**config.mk**
```make
export PLATFORM = sky130hd
export DESIGN_NAME = timer_apb_slave
export DESIGN_NICKNAME = d
export VERILOG_FILES = /design/src/rtl/timer_pkg.sv /design/src/rtl/timer_apb_fsm.sv /design/src/rtl/timer_apb_slave.sv
export SDC_FILE = /design/constraint.sdc
export NUM_CORES = 1
export LEC_CHECK = 0
export CAP_MARGIN = 5
export CORE_ASPECT_RATIO = 1.1
export CORE_MARGIN = 4
export CORE_UTILIZATION = 43
export DETAILED_ROUTE_END_ITERATION = 6
export PLACE_DENSITY = 0.76
export SYNTH_ARGS = -nofsm -noshare
export SYNTH_HDL_FRONTEND = slang
export SYNTH_SLANG_ARGS = --single-unit
```
**constraint.sdc**
```tcl
create_clock -name pclk -period 1.65 [get_ports pclk]
set_input_delay 0.4125 -clock pclk [delete_from_list [all_inputs] [get_ports pclk]]
set_output_delay 0.4125 -clock pclk [all_outputs]
set_load 0.01 [all_outputs]
```
**src/rtl/timer_pkg.sv**
```systemverilog
// ---------------------------------------------------------------------------
// timer_pkg
// Shared definitions for the timer APB register bank:
//   - register addresses (TDR, TCR, TSR)
//   - TCR writable-bit mask and TSR status bit positions
//   - APB completer FSM state type
//   - helper that packs the status bits into the TSR byte
// ---------------------------------------------------------------------------
package timer_pkg;

    localparam logic [7:0] ADDR_TDR = 8'h00;
    localparam logic [7:0] ADDR_TCR = 8'h01;
    localparam logic [7:0] ADDR_TSR = 8'h02;

    // TCR bits kept: [7] load, [5] direction, [4] enable, [1:0] clock select
    localparam logic [7:0] TCR_MASK = 8'hB3;

    localparam int OVF = 0;
    localparam int UDF = 1;

    typedef enum logic [1:0] {
        IDLE,
        SETUP,
        ACCESS
    } state_t;

    function automatic logic [7:0] tsr_pack(input logic udf, input logic ovf);
        return {6'b0, udf, ovf};
    endfunction

endpackage

```
**src/rtl/timer_apb_fsm.sv**
```systemverilog
// ---------------------------------------------------------------------------
// timer_apb_fsm
// APB3 completer handshake with a programmable number of wait states.
// Optional feature macro: TIMER_APB_PSLVERR_EN (drive pslverr on illegal
// addresses; when undefined pslverr is tied low).
//
// Ports:
//   pclk_i, presetn_i   clock, asynchronous active-low reset
//   psel_i, penable_i   APB select / enable
//   pwrite_i            1 = write, 0 = read
//   paddr_i, pwdata_i   APB address and write data
//   pready_o            registered transfer-complete
//   pslverr_o           registered error response (with pready_o)
//   wr_en_o             write commit strobe (the pready cycle)
//   rd_en_o             read-data load strobe (cycle before pready)
//   addr_err_o          current transfer address is outside the bank
//   addr_o, wdata_o     address / write data of the current transfer
// ---------------------------------------------------------------------------
module timer_apb_fsm
    import timer_pkg::*;
#(
    parameter int WAIT_STATES = 0,
    parameter int ADDR_W      = 8
) (
    input  logic              pclk_i,
    input  logic              presetn_i,
    input  logic              psel_i,
    input  logic              penable_i,
    input  logic              pwrite_i,
    input  logic [ADDR_W-1:0] paddr_i,
    input  logic [7:0]        pwdata_i,
    output logic              pready_o,
    output logic              pslverr_o,
    output logic              wr_en_o,
    output logic              rd_en_o,
    output logic              addr_err_o,
    output logic [ADDR_W-1:0] addr_o,
    output logic [7:0]        wdata_o
);

    localparam logic [2:0] WS = 3'(WAIT_STATES);

    state_t            state_q;
    logic [2:0]        cnt_q;
    logic [ADDR_W-1:0] addr_q;
    logic              write_q;
    logic [7:0]        wdata_q;
    logic              pready_q;

    state_t            phase;
    logic              cur_write;
    logic              cur_err;
    logic              finishing;

    // The SETUP phase is recognised in the same cycle the initiator presents
    // it, so pready/prdata can be registered and still land in the first
    // ACCESS cycle when no wait states are configured.
    always_comb begin
        phase = state_q;
        if (state_q == IDLE && psel_i && !penable_i) begin
            phase = SETUP;
        end
        addr_o    = (phase == SETUP) ? paddr_i  : addr_q;
        cur_write = (phase == SETUP) ? pwrite_i : write_q;
        cur_err   = addr_o > ADDR_W'(ADDR_TSR);
        finishing = ((phase == SETUP) && (WS == 3'd0)) ||
                    ((phase == ACCESS) && !pready_q && psel_i && (cnt_q == 3'd1));
    end

    assign rd_en_o    = finishing && !cur_write;
    assign wr_en_o    = (state_q == ACCESS) && pready_q && psel_i && write_q;
    assign addr_err_o = cur_err;
    assign wdata_o    = wdata_q;
    assign pready_o   = pready_q;

    // Handshake FSM: latch the transfer in SETUP, count wait states in
    // ACCESS, raise pready for one cycle, abort if psel drops early.
    always_ff @(posedge pclk_i or negedge presetn_i) begin
        if (!presetn_i) begin
            state_q  <= IDLE;
            cnt_q    <= 3'd0;
            addr_q   <= '0;
            write_q  <= 1'b0;
            wdata_q  <= 8'h00;
            pready_q <= 1'b0;
        end else begin
            pready_q <= finishing;
            case (phase)
                SETUP: begin
                    addr_q  <= paddr_i;
                    write_q <= pwrite_i;
                    wdata_q <= pwdata_i;
                    cnt_q   <= WS;
                    state_q <= ACCESS;
                end
                ACCESS: begin
                    if (pready_q || !psel_i) begin
                        state_q <= IDLE;
                    end else begin
                        cnt_q <= cnt_q - 3'd1;
                    end
                end
                default: begin
                    state_q <= IDLE;
                end
            endcase
        end
    end

`ifdef TIMER_APB_PSLVERR_EN
    logic pslverr_q;

    // Error response travels alongside pready for out-of-range addresses.
    always_ff @(posedge pclk_i or negedge presetn_i) begin
        if (!presetn_i) begin
            pslverr_q <= 1'b0;
        end else begin
            pslverr_q <= finishing && cur_err;
        end
    end

    assign pslverr_o = pslverr_q;
`else
    assign pslverr_o = 1'b0;
`endif

endmodule

```
**src/rtl/timer_apb_slave.sv**
```systemverilog
// ---------------------------------------------------------------------------
// timer_apb_slave
// APB3 completer for the 8-bit timer register bank: TDR (0x00), TCR (0x01),
// TSR (0x02). Captures overflow/underflow pulses into sticky status bits.
// Optional feature macro: TIMER_APB_PSLVERR_EN (pslverr on illegal address).
//
// Ports:
//   pclk, presetn              clock, asynchronous active-low reset
//   psel, penable, pwrite      APB control
//   paddr, pwdata              APB address / write data
//   prdata, pready, pslverr    APB response
//   tdr, tcr                   configuration to the counter core
//   ovf_set, udf_set           one-cycle status pulses from the counter
//   tsr                        status {6'b0, udf, ovf}
// ---------------------------------------------------------------------------
module timer_apb_slave
    import timer_pkg::*;
#(
    parameter int WAIT_STATES = 0,
    parameter int ADDR_W      = 8
) (
    input  logic              pclk,
    input  logic              presetn,
    input  logic              psel,
    input  logic              penable,
    input  logic              pwrite,
    input  logic [ADDR_W-1:0] paddr,
    input  logic [7:0]        pwdata,
    output logic [7:0]        prdata,
    output logic              pready,
    output logic              pslverr,
    output logic [7:0]        tdr,
    output logic [7:0]        tcr,
    input  logic              ovf_set,
    input  logic              udf_set,
    output logic [7:0]        tsr
);

    logic              wr_en;
    logic              rd_en;
    logic              addr_err;
    logic [ADDR_W-1:0] addr;
    logic [7:0]        wdata;

    logic [7:0] tdr_q, tcr_q, prdata_q;
    logic       ovf_q, udf_q;
    logic       ovf_d, udf_d;
    logic       wr_tdr, wr_tcr, wr_tsr;
    logic [7:0] rd_mux;

    timer_apb_fsm #(
        .WAIT_STATES(WAIT_STATES),
        .ADDR_W     (ADDR_W)
    ) u_fsm (
        .pclk_i    (pclk),
        .presetn_i (presetn),
        .psel_i    (psel),
        .penable_i (penable),
        .pwrite_i  (pwrite),
        .paddr_i   (paddr),
        .pwdata_i  (pwdata),
        .pready_o  (pready),
        .pslverr_o (pslverr),
        .wr_en_o   (wr_en),
        .rd_en_o   (rd_en),
        .addr_err_o(addr_err),
        .addr_o    (addr),
        .wdata_o   (wdata)
    );

    // Address decode for writes and the read-data mux.
    always_comb begin
        wr_tdr = wr_en && !addr_err && (addr == ADDR_W'(ADDR_TDR));
        wr_tcr = wr_en && !addr_err && (addr == ADDR_W'(ADDR_TCR));
        wr_tsr = wr_en && !addr_err && (addr == ADDR_W'(ADDR_TSR));
        rd_mux = 8'h00;
        if (addr == ADDR_W'(ADDR_TDR)) begin
            rd_mux = tdr_q;
        end else if (addr == ADDR_W'(ADDR_TCR)) begin
            rd_mux = tcr_q;
        end else if (addr == ADDR_W'(ADDR_TSR)) begin
            rd_mux = tsr_pack(udf_q, ovf_q);
        end
    end

    // Status bits: write-0 clears, hardware pulse sets and wins a tie.
    always_comb begin
        ovf_d = ovf_set | (ovf_q & ~(wr_tsr & ~wdata[OVF]));
        udf_d = udf_set | (udf_q & ~(wr_tsr & ~wdata[UDF]));
    end

    // Register bank and registered read data (zero outside completion).
    always_ff @(posedge pclk or negedge presetn) begin
        if (!presetn) begin
            tdr_q    <= 8'h00;
            tcr_q    <= 8'h00;
            ovf_q    <= 1'b0;
            udf_q    <= 1'b0;
            prdata_q <= 8'h00;
        end else begin
            if (wr_tdr) begin
                tdr_q <= wdata;
            end
            if (wr_tcr) begin
                tcr_q <= wdata & TCR_MASK;
            end
            ovf_q    <= ovf_d;
            udf_q    <= udf_d;
            prdata_q <= (rd_en && !addr_err) ? rd_mux : 8'h00;
        end
    end

    assign tdr    = tdr_q;
    assign tcr    = tcr_q;
    assign tsr    = tsr_pack(udf_q, ovf_q);
    assign prdata = prdata_q;

endmodule

```
==> impl_metrics.toml <==
[die]
die_h_um = 80.19
row_count = 26
die_width_um = 73.63
die_area_um2 = 5904
start_util_pct = 44.10
io_pins = 57
core_area_um2 = 4619

[global_route]
grt_max_degree = 27
antenna_found_initial = 0
grt_pass1_vias = 1542
gr-total-overflow = 0
track_usage_pct = 16.53
grt_pass1_wl_um = 7396

[clocking]
cts-root-buf = "clkbuf_8"
cts_tree = "built"
cts_hold_buf = 0
numCtsBuffers = 5
clk_pin_slew_worst_paths_ns = 0.08
cts.sinks = 45
clockBufferDepth = 2
clock_latency_ns = 0.30
htree_num_levels = 2

[final_layout]
finalNonFillerCells = 327
final_core_util_pct = 64.38
layout_common_cells = "50 x nand2_1, 45 x dfrtp_1, 27 x clkdlybuf4s50_1"
drive_gt1_share_pct = 25.46
syn_to_final_growth_pct = 46.01
postLayoutCellArea_um2 = 2974
diodes = 0
final_common_cell = "nand2_1"
nNetsFinal = 295
fill_cells = 366

[timing]
holdWs_ns = 0.05159
finalMaxSlewViolations = 0
rsz0062_at_grt = "true"
fin_crit_sh_pct = 111.7
fin_crit_ns = 1.843
setup_violations = 16
hold_viol = 0
fin_ws_ns = -0.1929
final.setup_skew_ns = 0.005074
max_freq_mhz = 542.6

[logic_synthesis]
synth_xor_area_share_pct = 0
synth_cells = 196
synth_fa_ha_area_share_pct = 1.229
synth.avg_cell_area_um2 = 10.39
synth_cell_types = 33
synth_mux_area_share_pct = 9.828
synth_compound_area_share_pct = 5.897
ys_seq_area_share_pct = 55.28
synth.ff_latch_count = 45
synth_top_family_by_area = "simple AND/OR/NAND/NOR gates"
syn_area_um2 = 2037
ys_warn_count = 0
yosys.area_share.simple_pct = 20.27

[setup_path]
crit_type = "reg2reg"
path_max_fanout = 6
cp-end-kind = "flop"
critPathLaunch = "u_fsm.addr_q[7]"
critical_path_required_ns = 1.84
cp_slowest_cell = "dfrtp_1"
path_buf_inv = 1
rr_endpoint = "tdr[4]"
cp-start-kind = "flop"
slowest_delay_ns = 0.42
crit_family = "simple AND/OR/NAND/NOR gates"
cp_cell_sequence = "nor4_4 > and3_4 > nor3b_4 > buf_6 > mux2_4"
r2r_start = "u_fsm.addr_q[7]"
r2r_cells = 5
reg2reg_slack_ns = -0.19
worstPathArrival_ns = 2.03

[detailed_routing]
dr.pass1.iters = 4
wl_per_cell_um = 13.84
routed_via_density = 4.829
final_antenna_net_count = 0
drt_first_iter_violations = 33
route.detailed.drc = 0
routed_wl_um = 4525
vias = 1579

[power_and_ir_drop]
p_leak_nw = 1.549
ir_drop_mv = 0.6079
cellPowerDensity_nw_per_um2 = 888.1
p_total_mw = 2.641

[placement]
port_buffers = 46
place_area_um2 = 2701
gp_congestion = 0.8258
dp_hpwl_um = 3266
dp_cells = 314

[min_path]
hp-class = "in2async"

[status]
outcome = "finished with violations"
violations = "negative setup slack"

[run]
drv_cap = 0
cells in the mapped netlist, drive strengths merged:
cell / instances / share of area (%)
conb: 1 / 0.18
o31ai: 1 / 0.37
inv: 7 / 1.3
nor4bb: 1 / 0.49
a211oi: 1 / 0.37
mux2: 13 / 7.2
nand2: 50 / 9.2
nor4: 2 / 0.61
or3b: 1 / 0.43
clkbuf: 3 / 0.55
ha: 2 / 1.2
nor3b: 2 / 1.5
and3: 5 / 1.6
or4b: 1 / 0.49
nand3: 3 / 0.74
nor3: 4 / 0.98
a21oi: 9 / 2.2
nor2: 6 / 1.1
o21ai: 7 / 1.7
mux2i: 5 / 2.6
nand2b: 6 / 1.8
a21o: 1 / 0.37
and4: 1 / 0.43
nand4b: 1 / 0.43
dfrtp: 45 / 55
nand3b: 1 / 0.37
buf: 15 / 5.5
a22o: 2 / 0.86
report_power, final:
group          internal [mW]  switching (mW)  leakage (nW)  total [mW]
Sequential              1.20          0.0957         0.585        1.29
Combinational          0.263           0.217         0.906       0.480
Clock                  0.492           0.375        0.0574       0.868
logic make-up after synthesis:
| logic type | count (synthesis) |
|---|---|
| simple gates | 84 |
| flops | 45 |
| buf+inv | 25 |
| compound gates | 21 |
| mux | 18 |
| fa+ha+maj | 2 |
| other cells | 1 |
flip-flops by register name, indices dropped and copies added (netlist names):
signal and count:
prdata 8, ovf_q 1, tdr 8, u_fsm.addr_q 8
u_fsm.write_q 1, u_fsm.state_q 1, u_fsm.pready_o 1, udf_q 1
tcr 5, u_fsm.wdata_o 8, u_fsm.cnt_q 3
routing by layer:
metal	part of all wire, %	GRT usage, %	vias to the layer above
met4	3.0	6.703	0
li1	-	-	782
met2	50	27.04	43
met1	42	21.07	740
met3	4.6	3.504	14
met5	0	0	-
final cells by class:
| cell class | count | area, µm² | area share (%) |
|---|---|---|---|
| Clock inverter | 2 | 37.54 | 1.262 |
| Tap cell | 56 | 70.07 | 2.356 |
| Sequential cell | 45 | 1126 | 37.86 |
| Clock buffer | 6 | 82.58 | 2.777 |
| Timing Repair Buffer | 76 | 724.4 | 24.36 |
| Inverter | 7 | 26.28 | 0.8835 |
| Multi-Input combinational cell | 135 | 907.1 | 30.50 |
through the flow:
| stage | TNS (ns) | setup slack (ns) |
|---|---|---|
| finish | -1.857 | -0.1929 |
| global route | -3.336 | -0.2727 |
| CTS | -0.9285 | -0.1321 |
| detailed placement | -16.18 | -0.6524 |
| global placement | -15.08 | -0.5023 |
| floorplan | -0.2312 | -0.02890 |
worst max-delay path by stage:
stage	depth (start not counted)	slack, ns	to
after detailed placement	7	-0.65	prdata[6]
final	5	-0.19	tdr[4]
after CTS	5	-0.13	tdr[5]
after global placement	7	-0.50	prdata[3]
after global routing	5	-0.27	tdr[3]
after floorplan	4	-0.03	tdr[0]
worst reg2reg max path, delay by kind of cell (launching register included):
family	cells	cell delay [ns]
flops	1	0.42
simple gates	3	0.81
mux	1	0.31
buf+inv	1	0.19
repair_timing:
item,4_1_cts,5_1_grt
pin swaps,2,7
buffers inserted,1,4
endpoints found under the setup margin,36,28
gates resized for setup,22,26
No activity file was read; power rests on OpenSTA's default activity.
